`config.mk`:
```
export PLATFORM = sky130hd
export DESIGN_NAME = pc_sequencer_flat
export DESIGN_NICKNAME = d
export VERILOG_FILES = /design/src/rtl/pc_sequencer_if.sv /design/src/rtl/pc_sequencer.sv /design/src/flat_wrapper.sv
export SDC_FILE = /design/constraint.sdc
export NUM_CORES = 1
export LEC_CHECK = 0
export ABC_AREA = 1
export BUFFER_PORTS_ARGS = -buffer_cell sky130_fd_sc_hd__buf_2
export CAP_MARGIN = 20
export CORE_UTILIZATION = 55
export DETAILED_ROUTE_END_ITERATION = 6
export MAX_ROUTING_LAYER = met4
export PLACE_DENSITY = 0.88
export SLEW_MARGIN = 10
export SYNTH_ARGS = -nofsm -noshare
export SYNTH_HDL_FRONTEND = slang
export SYNTH_SLANG_ARGS = --single-unit
```
`constraint.sdc`:
```
create_clock -name clk -period 6.76 [get_ports clk]
set_clock_uncertainty 0.15 [all_clocks]
set_input_delay 0.676 -clock clk [delete_from_list [all_inputs] [get_ports clk]]
set_output_delay 0.676 -clock clk [all_outputs]
set_load 0.05 [all_outputs]
```
`src/rtl/pc_sequencer_if.sv`:
```
// Fetch-side control bundle between the hazard/branch logic and the PC sequencer.
interface pc_sequencer_if #(
  parameter int unsigned XLEN  = 32,
  parameter int unsigned CNT_W = 16
);
  logic              stall;
  logic [1:0]        jump_sel;
  logic              condition_branch;
  logic [XLEN-1:0]   pc_imm;
  logic [XLEN-1:0]   rs1_imm;
  logic              restart;
  logic [XLEN-1:0]   restart_pc;
  logic [XLEN-1:0]   pc;
  logic [XLEN-1:0]   pc4;
  logic              flush;
  logic              halted;
  logic              misalign_err;
  logic [CNT_W-1:0]  redirect_count;

  modport master (
    output stall, jump_sel, condition_branch, pc_imm, rs1_imm, restart, restart_pc,
    input  pc, pc4, flush, halted, misalign_err, redirect_count
  );

  modport slave (
    input  stall, jump_sel, condition_branch, pc_imm, rs1_imm, restart, restart_pc,
    output pc, pc4, flush, halted, misalign_err, redirect_count
  );
endinterface

```
`src/rtl/pc_sequencer.sv`:
```
// Architectural PC owner: resolves JAL/JALR/branch redirects, drives a
// multi-cycle pipeline flush, and halts fetch at a terminal address.
module pc_sequencer #(
  parameter int unsigned     XLEN         = 32,
  parameter logic [XLEN-1:0] RESET_PC     = '0,
  parameter logic [XLEN-1:0] END_PC_ADDR  = XLEN'(32'h13c),
  parameter int unsigned     FLUSH_CYCLES = 2,
  parameter int unsigned     CNT_W        = 16
) (
  input  logic            clk,
  input  logic            rst,
  pc_sequencer_if.slave   bus
);

  typedef enum logic [1:0] {RUN, FLUSH, HALT} state_t;

  localparam logic [3:0] FCNT_INIT = 4'(FLUSH_CYCLES - 1);

  state_t           state_q, state_d;
  logic [XLEN-1:0]  pc_q, pc_d;
  logic [XLEN-1:0]  pc4;
  logic [XLEN-1:0]  target_raw;
  logic             redirect_req;
  logic [3:0]       fcnt_q, fcnt_d;
  logic             halt_pend_q, halt_pend_d;
  logic             mis_q, mis_d;
  logic [CNT_W-1:0] cnt_q, cnt_d;

  assign pc4 = pc_q + XLEN'(4);

  // Redirect request decode: JAL beats JALR beats branch; jump_sel 11 is no jump.
  always_comb begin
    redirect_req = 1'b0;
    target_raw   = bus.pc_imm;
    if (bus.jump_sel == 2'b01) begin
      redirect_req = 1'b1;
      target_raw   = bus.pc_imm;
    end else if (bus.jump_sel == 2'b10) begin
      redirect_req = 1'b1;
      target_raw   = bus.rs1_imm & ~XLEN'(1);
    end else if (bus.condition_branch) begin
      redirect_req = 1'b1;
      target_raw   = bus.pc_imm;
    end
  end

  // Next-state, next-PC and status update.
  always_comb begin
    state_d     = state_q;
    pc_d        = pc_q;
    fcnt_d      = fcnt_q;
    halt_pend_d = halt_pend_q;
    mis_d       = mis_q;
    cnt_d       = cnt_q;
    unique case (state_q)
      RUN: begin
        if (bus.restart) begin
          pc_d = bus.restart_pc;
        end else if (redirect_req) begin
          pc_d        = {target_raw[XLEN-1:2], 2'b00};
          state_d     = FLUSH;
          fcnt_d      = FCNT_INIT;
          halt_pend_d = 1'b0;
          if (target_raw[1:0] != 2'b00) mis_d = 1'b1;
          if (cnt_q != '1) cnt_d = cnt_q + CNT_W'(1);
        end else if (bus.stall) begin
          pc_d = pc_q;
        end else if (pc4 == END_PC_ADDR) begin
          pc_d    = END_PC_ADDR;
          state_d = HALT;
        end else begin
          pc_d = pc4;
        end
      end
      FLUSH: begin
        // Reaching the end address mid-flush parks the PC there and defers
        // the HALT transition until the flush count has run out.
        if (bus.restart) begin
          pc_d        = bus.restart_pc;
          halt_pend_d = 1'b0;
        end else if (!bus.stall && !halt_pend_q) begin
          if (pc4 == END_PC_ADDR) begin
            pc_d        = END_PC_ADDR;
            halt_pend_d = 1'b1;
          end else begin
            pc_d = pc4;
          end
        end
        if (fcnt_q == 4'd0) begin
          state_d     = halt_pend_d ? HALT : RUN;
          halt_pend_d = 1'b0;
        end else begin
          fcnt_d = fcnt_q - 4'd1;
        end
      end
      HALT: begin
        if (bus.restart) begin
          pc_d    = bus.restart_pc;
          state_d = RUN;
        end
      end
      default: state_d = RUN;
    endcase
  end

  // State register with synchronous reset taking priority over all inputs.
  always_ff @(posedge clk) begin
    if (rst) begin
      state_q     <= RUN;
      pc_q        <= RESET_PC;
      fcnt_q      <= '0;
      halt_pend_q <= 1'b0;
      mis_q       <= 1'b0;
      cnt_q       <= '0;
    end else begin
      state_q     <= state_d;
      pc_q        <= pc_d;
      fcnt_q      <= fcnt_d;
      halt_pend_q <= halt_pend_d;
      mis_q       <= mis_d;
      cnt_q       <= cnt_d;
    end
  end

  assign bus.pc             = pc_q;
  assign bus.pc4            = pc4;
  assign bus.flush          = (state_q == FLUSH);
  assign bus.halted         = (state_q == HALT);
  assign bus.misalign_err   = mis_q;
  assign bus.redirect_count = cnt_q;

endmodule

```
`src/flat_wrapper.sv`:
```
// flat-port wrapper written by rule: the top's interface ports become plain ports
module pc_sequencer_flat 
#(
  parameter int unsigned     XLEN         = 32,
  parameter logic [XLEN-1:0] RESET_PC     = '0,
  parameter logic [XLEN-1:0] END_PC_ADDR  = XLEN'(32'h13c),
  parameter int unsigned     FLUSH_CYCLES = 2,
  parameter int unsigned     CNT_W        = 16
)
  (clk, rst, bus_stall, bus_jump_sel, bus_condition_branch, bus_pc_imm, bus_rs1_imm, bus_restart, bus_restart_pc, bus_pc, bus_pc4, bus_flush, bus_halted, bus_misalign_err, bus_redirect_count);
  pc_sequencer_if #(.XLEN(XLEN), .CNT_W(CNT_W)) bus_i ();
  input  logic clk;
  input  logic rst;
  input wire logic [$bits(bus_i.stall)-1:0] bus_stall;
  input wire logic [$bits(bus_i.jump_sel)-1:0] bus_jump_sel;
  input wire logic [$bits(bus_i.condition_branch)-1:0] bus_condition_branch;
  input wire logic [$bits(bus_i.pc_imm)-1:0] bus_pc_imm;
  input wire logic [$bits(bus_i.rs1_imm)-1:0] bus_rs1_imm;
  input wire logic [$bits(bus_i.restart)-1:0] bus_restart;
  input wire logic [$bits(bus_i.restart_pc)-1:0] bus_restart_pc;
  output wire logic [$bits(bus_i.pc)-1:0] bus_pc;
  output wire logic [$bits(bus_i.pc4)-1:0] bus_pc4;
  output wire logic [$bits(bus_i.flush)-1:0] bus_flush;
  output wire logic [$bits(bus_i.halted)-1:0] bus_halted;
  output wire logic [$bits(bus_i.misalign_err)-1:0] bus_misalign_err;
  output wire logic [$bits(bus_i.redirect_count)-1:0] bus_redirect_count;
  assign bus_i.stall = bus_stall;
  assign bus_i.jump_sel = bus_jump_sel;
  assign bus_i.condition_branch = bus_condition_branch;
  assign bus_i.pc_imm = bus_pc_imm;
  assign bus_i.rs1_imm = bus_rs1_imm;
  assign bus_i.restart = bus_restart;
  assign bus_i.restart_pc = bus_restart_pc;
  assign bus_pc = bus_i.pc;
  assign bus_pc4 = bus_i.pc4;
  assign bus_flush = bus_i.flush;
  assign bus_halted = bus_i.halted;
  assign bus_misalign_err = bus_i.misalign_err;
  assign bus_redirect_count = bus_i.redirect_count;
  pc_sequencer #(.XLEN(XLEN), .RESET_PC(RESET_PC), .END_PC_ADDR(END_PC_ADDR), .FLUSH_CYCLES(FLUSH_CYCLES), .CNT_W(CNT_W)) u_core (.clk(clk), .rst(rst), .bus(bus_i));
endmodule
```
==> flow_summary.rst, run 1 <==
.. list-table::
   :header-rows: 1

   * - Metric
     - Value
   * - Commonest non-fill, non-tap cells in the layout
     - sky130_fd_sc_hd__nand2_1, sky130_fd_sc_hd__buf_2, sky130_fd_sc_hd__a21oi_1
   * - Synth area leaders
     - sky130_fd_sc_hd__nand2_1, sky130_fd_sc_hd__dfxtp_1, sky130_fd_sc_hd__a21oi_1
   * - I/O pin total
     - 186
   * - Count of warnings emitted by yosys
     - 0
   * - Commonest non-fill, non-tap cell in the layout
     - sky130_fd_sc_hd__nand2_1
   * - Post-route ant nets
     - 0
   * - Arrival time at the worst endpoint
     - 4.17 ns
   * - Synth-to-layout area growth
     - 19.7%
   * - Post-route DRC
     - 0
   * - Maximum capacitance violations
     - 0
   * - Placeable Area
     - 0.00889 sq mm
   * - Number of antenna violations at the first check in global routing
     - 0
   * - # placed instances
     - 1167
   * - Chip Height
     - 98.6 microns
   * - Hold Path Class
     - reg -> reg
   * - Effective utilization at floorplan
     - 0.577
   * - Global placement routability congestion
     - 1.03
   * - Starting DRT DRC Count
     - 786
   * - Fin. max-slew vios
     - 0
   * - Worst-case headroom to the max-slew limit
     - 0.268
   * - Worst IR Drop VDD
     - 0.305 mV
   * - Number of buffers added on ports
     - 184
   * - Worst path bufs/invs
     - 7
   * - Critical path cell sequence
     - buf_2 > inv_1 > nor2_2 > buf_4 > inv_2 > nand2_2 > nor2_1 > inv_1 > nor2_1 > o221ai_1 > nand2_1 > buf_4 > inv_1 > nand3_1 > a21oi_1
   * - Outcome
     - completed
   * - WL per Instance
     - 15.4 microns
   * - Clock tree sinks
     - 56
   * - H-tree levels
     - 2
   * - Worst stage delay on the critical path
     - 0.58 ns
   * - Number of diodes
     - 0
   * - Clock latency at the later pin of the worst-skew pair
     - 0.33 ns
   * - Net count, final
     - 1178
   * - Post-synth net total
     - 1026
   * - CP Capture Type
     - flip-flop
   * - Area of the mapped netlist
     - 0.00513 sq mm
   * - Number of global-route vias before repair
     - 5983
   * - Syn_area_per_cell
     - 5.61 sq um
   * - Count of different cell masters after synthesis
     - 40
   * - Share of the cycle needed by the critical path after routing
     - 0.613
   * - Share of the yosys chip area belonging to registers
     - 0.219
   * - Worst Path Max Fanout
     - 47
   * - Cell at the slowest stage of the critical path
     - sky130_fd_sc_hd__nand2_2
   * - Global-route wire length before repair
     - 28.8 mm
   * - Clock transition at the registers of the reported paths
     - 0.12 ns
   * - Final HPWL DP
     - 13.2 mm
   * - Overall die area
     - 0.00972 sq mm
   * - Total number of vias
     - 6829
   * - X dimension of the die
     - 98.6 microns
   * - Total power draw
     - 2620 uW
   * - Crit start category
     - input pin
   * - Top cell type's share of synthesized area
     - 0.222
   * - Sum Neg Setup Slack
     - 0 ns
   * - Type of the worst setup path
     - in -> reg
   * - CTS tree
     - done
   * - GRT overflow
     - 0
   * - Crit path max-delay family
     - buffers and inverters
   * - Endpoints failing hold
     - 0
   * - Post-layout min period
     - 4.14 ns
   * - Overall routed net length
     - 18.1 mm
   * - Overall fraction of global-route tracks in use
     - 0.375
   * - Count of hold-fix buffers inserted at cts
     - 0
   * - Achievable frequency
     - 241 MHz
   * - Worst EP required
     - 6.79 ns
   * - Number of gates resized after cts
     - 0
   * - Number of buffers created by CTS
     - 5
   * - Via density per instance
     - 5.81
   * - Measured slew at the worst slew-check pin
     - 1.10 ns
   * - Most repeated library cell on the critical path
     - sky130_fd_sc_hd__inv_1
   * - Synth Register Bits
     - 56
   * - Yosys top cell by area
     - sky130_fd_sc_hd__nand2_1
   * - Maximum clock insertion buffer count
     - 2
   * - Non-Filler Cell Area, Final
     - 0.00614 sq mm
   * - Setup violators final
     - 0
   * - Final core area utilization
     - 0.691
   * - Detailed-router iteration count before antenna repair
     - 5
   * - Proportion of layout cells with a drive suffix above 1
     - 0.213
   * - Number of buffers inserted to repair setup after CTS
     - 0
   * - Post-Layout Cell Count
     - 1175
   * - Number of instances in the synthesized netlist
     - 914
   * - Power per standard cell area
     - 426 mW/mm^2
   * - Setup repair after global routing missed its margin
     - no
   * - Pin count of the biggest net entering global routing
     - 48
   * - Area after detailed placement
     - 0.00604 sq mm
   * - Clock root buffer master
     - sky130_fd_sc_hd__clkbuf_8
   * - Row count
     - 34
   * - Static leakage
     - 0.00291 uW
[synthesized netlist by cell type, drive strengths merged]
cell / n
a211oi: 2
a32oi: 16
ha: 9
and2: 1
and3: 1
o21a: 1
o311ai: 1
a21oi: 121
dfxtp: 56
nor4: 6
nor3: 17
clkinv: 1
o211ai: 5
nand2: 313
o21bai: 3
buf: 12
o21ai: 47
a31oi: 3
inv: 82
o221ai: 5
clkbuf: 34
nor3b: 6
nand3b: 8
xnor2: 2
nor2: 91
nand4: 2
nand3: 66
xor2: 3
[routing by layer]
metal,GRT usage,up-vias,share of wire
met4,0.124,0,0.022
met5,-,-,0
met3,0.0667,46,0.11
li1,-,3314,-
met1,0.479,3074,0.41
met2,0.600,395,0.46
[flip-flops by register name, summed over array words and instances (netlist names)]
name / cells
u_core.halt_pend_q: 1
u_core.state_q: 2
u_core.fcnt_q: 4
u_core.bus.misalign_err: 1
u_core.bus.redirect_count: 16
u_core.bus.pc: 32
[cells by family after synthesis]
family | share of synthesized area
compound gates | 0.223
xor+xnor | 0.00854
fa+ha+maj | 0.0220
buf+inv | 0.0985
flops | 0.219
simple gates | 0.430
[where the power goes]
group | leakage (uW) | total (uW) | switching [uW] | internal, uW
clock network | 0.0000511 | 211 | 133 | 78.8
logic | 0.00240 | 1850 | 1350 | 497
registers | 0.000460 | 559 | 134 | 425
total | 0.00291 | 2620 | 1620 | 1000
[through the flow]
step                      hold slack [ns]  setup WS, ns
after detailed placement            0.310          2.40
final                               0.332          2.62
after global placement              0.301          2.41
after global routing                0.381          2.28
after CTS                           0.330          2.75
after floorplan                     0.304          3.62
[worst reg2reg max path, stage by stage (launching register included)]
cell,delay (ns)
sky130_fd_sc_hd__dfxtp_1,0.35
sky130_fd_sc_hd__inv_1,0.11
sky130_fd_sc_hd__ha_1,0.24
sky130_fd_sc_hd__inv_1,0.11
sky130_fd_sc_hd__nor2_1,0.11
sky130_fd_sc_hd__inv_1,0.07
sky130_fd_sc_hd__nor2_1,0.14
sky130_fd_sc_hd__o221ai_1,0.12
sky130_fd_sc_hd__nand2_1,0.16
sky130_fd_sc_hd__buf_4,0.47
sky130_fd_sc_hd__inv_1,0.44
sky130_fd_sc_hd__nand3_1,0.26
sky130_fd_sc_hd__a21oi_1,0.09
[worst paths after layout]
path,endpoint,cells past startpoint,slack [ns],start
setup / recovery,u_core.bus.pc[13]$_SDFFE_PP0P_,15,2.62,bus_jump_sel[1]
hold / removal,u_core.bus.misalign_err$_SDFFE_PP0P_,2,0.33,u_core.bus.misalign_err$_SDFFE_PP0P_
setup reg to reg,u_core.bus.pc[13]$_SDFFE_PP0P_,12,3.80,u_core.state_q[1]$_SDFFE_PP0P_
hold reg to reg,u_core.bus.misalign_err$_SDFFE_PP0P_,2,0.33,u_core.bus.misalign_err$_SDFFE_PP0P_
[cell type report]
cell class	count	area, sq um
sequential	56	1120
timing repair buffer	191	973
clock inverter	3	28.8
multi-input combinational	729	3500
clock buffer	5	68.8
inverter	83	312
fill	893	2750
tap	108	135
Note: power is estimated with default switching activity, not from simulation.
==> run 2, diff against run 1 <==
Settings changed: CORE_UTILIZATION 55 to 51, PLACE_DENSITY 0.88 to 0.83.
Clock period 6.76 ns to 3.97 ns, I/O delays scaled along.
==> run 2 against run 1 <==
Compared with the run above: flip-flop and latch count stayed put; first-iteration DRC count is 15% lower; non-clock buffer count is 3 higher; clock-buffer cell count stayed put; clock power is 63% higher; critical path depth is 4 lower; final cell count is 2.5% higher; largest power group unchanged; cell area is 0.86% higher; critical endpoint is now u_core.bus.pc[28]$_SDFFE_PP0P_; global-route usage is 2.4 points lower.
==> flow_summary.rst, run 2 (same netlist as run 1, synthesis figures left out) <==
.. list-table::
   :header-rows: 1

   * - Metric
     - Value
   * - Outcome
     - completed
   * - Achievable frequency
     - 335 MHz
   * - Chip Height
     - 102 microns
   * - Share of the cycle needed by the critical path after routing
     - 0.752
   * - Fin. max-slew vios
     - 0
   * - Setup violators final
     - 0
   * - Worst flop-to-flop path startpoint
     - u_core.state_q[0]$_SDFFE_PP0P_
   * - Global placement routability congestion
     - 0.972
   * - Overall die area
     - 0.0105 sq mm
   * - Overall routed net length
     - 18.3 mm
   * - Number of gates resized after cts
     - 0
   * - Clock latency at the later pin of the worst-skew pair
     - 0.32 ns
   * - Worst IR Drop VDD
     - 0.508 mV
   * - Post-route ant nets
     - 0
   * - End point of the most critical hold path
     - u_core.halt_pend_q$_SDFFE_PP0P_
   * - Number of buffers added on ports
     - 184
   * - Area after detailed placement
     - 0.00610 sq mm
   * - Synth-to-layout area growth
     - 20.8%
   * - Clock transition at the registers of the reported paths
     - 0.11 ns
   * - Number of antenna violations at the first check in global routing
     - 1
   * - Fraction of met3 tracks used by global routing
     - 0.0705
   * - GRT overflow
     - 0
   * - Effective utilization at floorplan
     - 0.525
   * - Proportion of layout cells with a drive suffix above 1
     - 0.215
   * - Endpoints failing hold
     - 0
   * - Number of buffers created by CTS
     - 5
   * - Placeable Area
     - 0.00977 sq mm
   * - Final HPWL DP
     - 13.4 mm
   * - Total number of vias
     - 6893
   * - Number of flip-flops under the largest register name
     - 32
   * - Power per standard cell area
     - 717 mW/mm^2
   * - Post-route DRC
     - 0
   * - Via density per instance
     - 5.73
   * - Overall fraction of global-route tracks in use
     - 0.351
   * - Global-route wire length before repair
     - 27.9 mm
   * - Row count
     - 36
   * - Clock root buffer master
     - sky130_fd_sc_hd__clkbuf_8
   * - X dimension of the die
     - 102 microns
   * - Source of the worst hold timing path
     - bus_stall
   * - Crit start category
     - flip-flop
   * - Maximum clock insertion buffer count
     - 2
   * - Setup slack of the most critical reg-to-reg path
     - 0.99 ns
   * - Total power draw
     - 4440 uW
   * - Setup repair after global routing missed its margin
     - no
   * - GRT Max-Usage Layer
     - met2
   * - CP Capture Type
     - flip-flop
   * - Measured slew at the worst slew-check pin
     - 0.938 ns
   * - FF-to-FF End
     - u_core.bus.pc[28]$_SDFFE_PP0P_
   * - Worst-case headroom to the max-slew limit
     - 0.375
   * - WL per Instance
     - 15.2 microns
   * - CTS tree
     - done
   * - Arrival time at the worst endpoint
     - 3.01 ns
   * - Commonest non-fill, non-tap cell in the layout
     - sky130_fd_sc_hd__nand2_1
   * - Static leakage
     - 0.00292 uW
   * - Number of buffers inserted to repair setup after CTS
     - 0
   * - Global Route met1 Usage
     - 0.426
   * - Instance count along the most critical hold path
     - 4
   * - Worst Path Max Fanout
     - 34
   * - Clock tree sinks
     - 56
   * - Detailed-router iteration count before antenna repair
     - 7
   * - Number of global-route vias before repair
     - 5972
   * - Global routing met2 resource utilization
     - 0.585
   * - Net count, final
     - 1181
   * - Sum Neg Setup Slack
     - 0 ns
   * - I/O pin total
     - 186
   * - Count of hold-fix buffers inserted at cts
     - 0
   * - Number of cells traversed by the worst register-to-register path
     - 11
   * - Commonest non-fill, non-tap cells in the layout
     - sky130_fd_sc_hd__nand2_1, sky130_fd_sc_hd__buf_2, sky130_fd_sc_hd__a21oi_1
   * - Pin count of the biggest net entering global routing
     - 47
   * - Starting DRT DRC Count
     - 669
   * - Worst EP required
     - 3.99 ns
   * - Maximum capacitance violations
     - 0
   * - Non-Filler Cell Area, Final
     - 0.00619 sq mm
   * - Post-layout min period
     - 2.98 ns
   * - H-tree levels
     - 2
   * - Hold Path Class
     - in -> reg
   * - Type of the worst setup path
     - reg -> reg
==> run 2: cell count changes in the layout (fill, tap and decap cells not counted) <==
cell / delta
sky130_fd_sc_hd__buf_4: +3
sky130_fd_sc_hd__clkinvlp_4: +1
sky130_fd_sc_hd__diode_2: +1
sky130_fd_sc_hd__inv_8: -1
==> run 2: per-stage QoR <==
stage / hold slack, ns / worst slack [ns] / utilization / cells
floorplan: 0.304 / 0.832 / - / 914
global placement: 0.289 / 0.949 / 0.624 / 1195
detailed placement: 0.296 / 0.944 / 0.624 / 1195
CTS: 0.273 / 1.08 / 0.634 / 1203
global route: 0.288 / 0.803 / 0.634 / 1204
finish: 0.293 / 0.986 / 0.634 / 1204
==> run 2: final cells by class <==
cell class	instances	area, sq um
multi-input combinational	729	3500
sequential	56	1120
clock buffer	5	68.8
timing repair buffer	194	996
clock inverter	3	25.0
inverter	83	312
tap	133	166
fill	1031	3580
antenna	1	2.50
==> run 2: how the worst max path moves through the flow <==
stage / from / end / slack, ns / cells after the start
floorplan: u_core.bus.pc[2]$_SDFFE_PP0P_ / u_core.bus.pc[2]$_SDFFE_PP0P_ / 0.83 / 18
global placement: bus_jump_sel[1] / u_core.bus.redirect_count[8]$_SDFFE_PP0P_ / 0.95 / 14
detailed placement: bus_jump_sel[1] / u_core.bus.redirect_count[8]$_SDFFE_PP0P_ / 0.94 / 13
CTS: u_core.bus.pc[3]$_SDFFE_PP0P_ / u_core.bus.pc[3]$_SDFFE_PP0P_ / 1.08 / 16
global route: u_core.state_q[0]$_SDFFE_PP0P_ / u_core.bus.pc[24]$_SDFFE_PP0P_ / 0.80 / 11
finish: u_core.state_q[0]$_SDFFE_PP0P_ / u_core.bus.pc[28]$_SDFFE_PP0P_ / 0.99 / 11
==> run 2: worst max-delay path: stages, from the launching register on <==
cell and delay, ns:
sky130_fd_sc_hd__dfxtp_1 0.36, sky130_fd_sc_hd__inv_1 0.09, sky130_fd_sc_hd__ha_1 0.14, sky130_fd_sc_hd__buf_4 0.34, sky130_fd_sc_hd__inv_1 0.23, sky130_fd_sc_hd__nor2_1 0.22, sky130_fd_sc_hd__nor2_1 0.06, sky130_fd_sc_hd__nand2_1 0.47
sky130_fd_sc_hd__buf_4 0.45, sky130_fd_sc_hd__a21oi_1 0.07, sky130_fd_sc_hd__o21ai_0 0.13, sky130_fd_sc_hd__a21oi_1 0.10
==> run 2: report_power, final <==
| group | internal (uW) | switching [uW] |
|---|---|---|
| Sequential | 724 | 226 |
| Clock | 129 | 213 |
| Combinational | 852 | 2290 |
| Total | 1710 | 2730 |
==> run 2: routing by layer <==
metal / routed length (microns) / vias up
met5: 0 / -
met4: 429 / 0
met3: 2060 / 44
met2: 8440 / 407
met1: 7360 / 3112
li1: - / 3330
==> run 3, diff against run 2 <==
Settings changed: CORE_UTILIZATION 51 to 46, PLACE_DENSITY 0.83 to 0.79.
Clock period 3.97 ns to 2.45 ns, I/O delays scaled along.
==> run 3 against run 2 <==
Compared with the run above: the run now ends with setup timing left; critical path type unchanged; total power rose by 78%; first-iteration DRC count increased by 2.5%; die area rose by 11%.
==> flow_summary.rst, run 3 (same netlist as run 1, synthesis figures left out) <==
.. list-table::
   :header-rows: 1

   * - Metric
     - Value
   * - Commonest non-fill, non-tap cell in the layout
     - sky130_fd_sc_hd__nand2_1
   * - Synth-to-layout area growth
     - 36.5%
   * - Overall fraction of global-route tracks in use
     - 0.342
   * - Effective utilization at floorplan
     - 0.473
   * - Worst Slack Setup Final
     - -0.0554 ns
   * - # placed instances
     - 1249
   * - Measured slew at the worst slew-check pin
     - 0.530 ns
   * - Post-Layout Cell Count
     - 1268
   * - WL per Instance
     - 15.4 microns
   * - Endpoints failing hold
     - 0
   * - X dimension of the die
     - 108 microns
   * - Source of the worst hold timing path
     - bus_stall
   * - CTS tree
     - done
   * - Worst flop-to-flop path startpoint
     - u_core.bus.pc[4]$_SDFFE_PP0P_
   * - Worst EP required
     - 2.56 ns
   * - Global-route wire length before repair
     - 30.5 mm
   * - Most repeated library cell on the critical path
     - sky130_fd_sc_hd__nand2_1
   * - Worst stage delay on the critical path
     - 0.40 ns
   * - Filler instances
     - 1075
   * - Violations in the final reports
     - setup timing
   * - GRT overflow
     - 0
   * - Total power draw
     - 7900 uW
   * - Hold Path Class
     - in -> reg
   * - Power per standard cell area
     - 1130 mW/mm^2
   * - Multi-input combinational cell area
     - 0.00378 sq mm
   * - Number of global-route vias before repair
     - 6436
   * - Number of antenna violations at the first check in global routing
     - 1
   * - CP Capture Type
     - flip-flop
   * - Crit start category
     - flip-flop
   * - Clock transition at the registers of the reported paths
     - 0.12 ns
   * - Starting DRT DRC Count
     - 686
   * - Clock latency at the later pin of the worst-skew pair
     - 0.33 ns
   * - Proportion of layout cells with a drive suffix above 1
     - 0.323
   * - Worst IR Drop VDD
     - 0.760 mV
   * - Share of the cycle needed by the critical path after routing
     - 1.02
   * - Worst path bufs/invs
     - 0
   * - Crit path max-delay family
     - simple AND/OR/NAND/NOR gates
   * - Overall routed net length
     - 19.6 mm
   * - H-tree levels
     - 2
   * - Post-route ant nets
     - 0
   * - Number of buffers created by CTS
     - 5
   * - Clock root buffer master
     - sky130_fd_sc_hd__clkbuf_8
   * - Number of buffers added on ports
     - 184
   * - Chip Height
     - 108 microns
   * - Post-route DRC
     - 0
   * - Commonest non-fill, non-tap cells in the layout
     - sky130_fd_sc_hd__nand2_1, sky130_fd_sc_hd__buf_2, sky130_fd_sc_hd__a21oi_1
   * - Number of flip-flops under the largest register name
     - 32
   * - Cell at the slowest stage of the critical path
     - sky130_fd_sc_hd__dfxtp_4
   * - Static leakage
     - 0.00326 uW
   * - Via density per instance
     - 5.63
   * - Placeable Area
     - 0.0108 sq mm
   * - Post-layout min period
     - 2.51 ns
   * - Pin count of the biggest net entering global routing
     - 45
   * - I/O pin total
     - 186
   * - Total number of vias
     - 7139
   * - Sequential cell area in the final layout
     - 0.00117 sq mm
   * - Arrival time at the worst endpoint
     - 2.62 ns
   * - Maximum capacitance violations
     - 0
   * - Clock tree sinks
     - 56
   * - Achievable frequency
     - 399 MHz
   * - Outcome
     - complete, but fails checks
   * - Row count
     - 38
   * - Setup repair after global routing missed its margin
     - yes
   * - Detailed-router iteration count before antenna repair
     - 7
   * - Overall die area
     - 0.0116 sq mm
   * - Type of the worst setup path
     - reg -> reg
   * - Setup violators final
     - 4
   * - Worst Path Max Fanout
     - 6
   * - Global placement routability congestion
     - 0.995
   * - Net count, final
     - 1238
   * - Final HPWL DP
     - 14.7 mm
   * - Worst-case headroom to the max-slew limit
     - 0.647
   * - Start point of the critical path
     - u_core.bus.pc[4]$_SDFFE_PP0P_
   * - Critical path cell sequence
     - nand2_1 > nor2_4 > nand2_4 > nor2_4 > nand2_1 > nand2_2 > nand2_4 > nor2_1 > nand2_1 > nor2_2 > nand3_4 > nand2_2 > nand2_1 > nand2_1 > nand2_1 > nand2_1 > nand3_2 > a21oi_2
   * - Fin. max-slew vios
     - 0
   * - Maximum clock insertion buffer count
     - 2
## run 3: cell types whose count changed in the layout (fill, tap and decap cells not counted), moves of 10 or more
cell / change
sky130_fd_sc_hd__buf_4: +57
sky130_fd_sc_hd__nand2_1: -26
sky130_fd_sc_hd__dfxtp_1: -22
sky130_fd_sc_hd__nand2_2: +14
sky130_fd_sc_hd__dfxtp_2: +12
sky130_fd_sc_hd__nand2_4: +12
sky130_fd_sc_hd__dfxtp_4: +10
## run 3: repair_timing
action | CTS | global route
pin swaps | 11 | 19
hold buffers | 0 | 0
buffers inserted | 1 | 9
setup endpoints to repair | 5 | 26
gates resized for setup | 18 | 38
## run 3: path summary, 6_finish.rpt
kind                            slack [ns]                                   end  depth (start not counted)
worst min-delay path                   0.1       u_core.halt_pend_q$_SDFFE_PP0P_                          4
worst max-delay path                 -0.06         u_core.bus.pc[2]$_SDFFE_PP0P_                         18
worst max register to register       -0.06         u_core.bus.pc[2]$_SDFFE_PP0P_                         18
worst min register to register        0.32  u_core.bus.misalign_err$_SDFFE_PP0P_                          2
## run 3: final cells by class
type / instances / share of cell area
inverters: 83 / 0.0461
clock inverters: 3 / 0.00339
multi-input cells: 729 / 0.540
clock buffers: 5 / 0.00982
well taps: 140 / 0.0250
flip-flops and latches: 56 / 0.168
repair buffers: 251 / 0.208
diodes: 1 / 0.000357
## run 3: layer usage
layer | up-vias | share of wire | track usage
li1 | 3448 | - | -
met2 | 375 | 0.47 | 0.557
met1 | 3277 | 0.40 | 0.436
met5 | - | 0 | -
met4 | 0 | 0.019 | 0.0978
met3 | 39 | 0.11 | 0.0575
## run 3: power breakdown
part	switching (uW)	internal (uW)	total (uW)
logic	3990	1770	5770
registers	335	1220	1560
clock network	364	211	575
total	4690	3210	7900
## run 3: metrics by stage
| stage | hold WS, ns | utilization | cell area, sq um | TNS (ns) | worst slack, ns |
|---|---|---|---|---|---|
| detailed placement | 0.295 | 0.613 | 6640 | -0.123 | -0.0713 |
| floorplan | 0.304 | - | 5300 | -0.302 | -0.0895 |
| CTS | 0.0930 | 0.628 | 6810 | -0.000401 | -0.000401 |
| finish | 0.0999 | 0.646 | 7000 | -0.113 | -0.0554 |
| global placement | 0.294 | 0.613 | 6640 | -0.0424 | -0.0251 |
| global route | 0.110 | 0.646 | 7000 | -1.12 | -0.214 |
## run 3: worst reg2reg max path, delay by kind of cell, from the launching register on
| kind | cells | cell delay, ns |
|---|---|---|
| AND/OR/NAND/NOR | 17 | 1.75 |
| flip-flops | 1 | 0.40 |
| AO/OA/AOI/OAI | 1 | 0.14 |
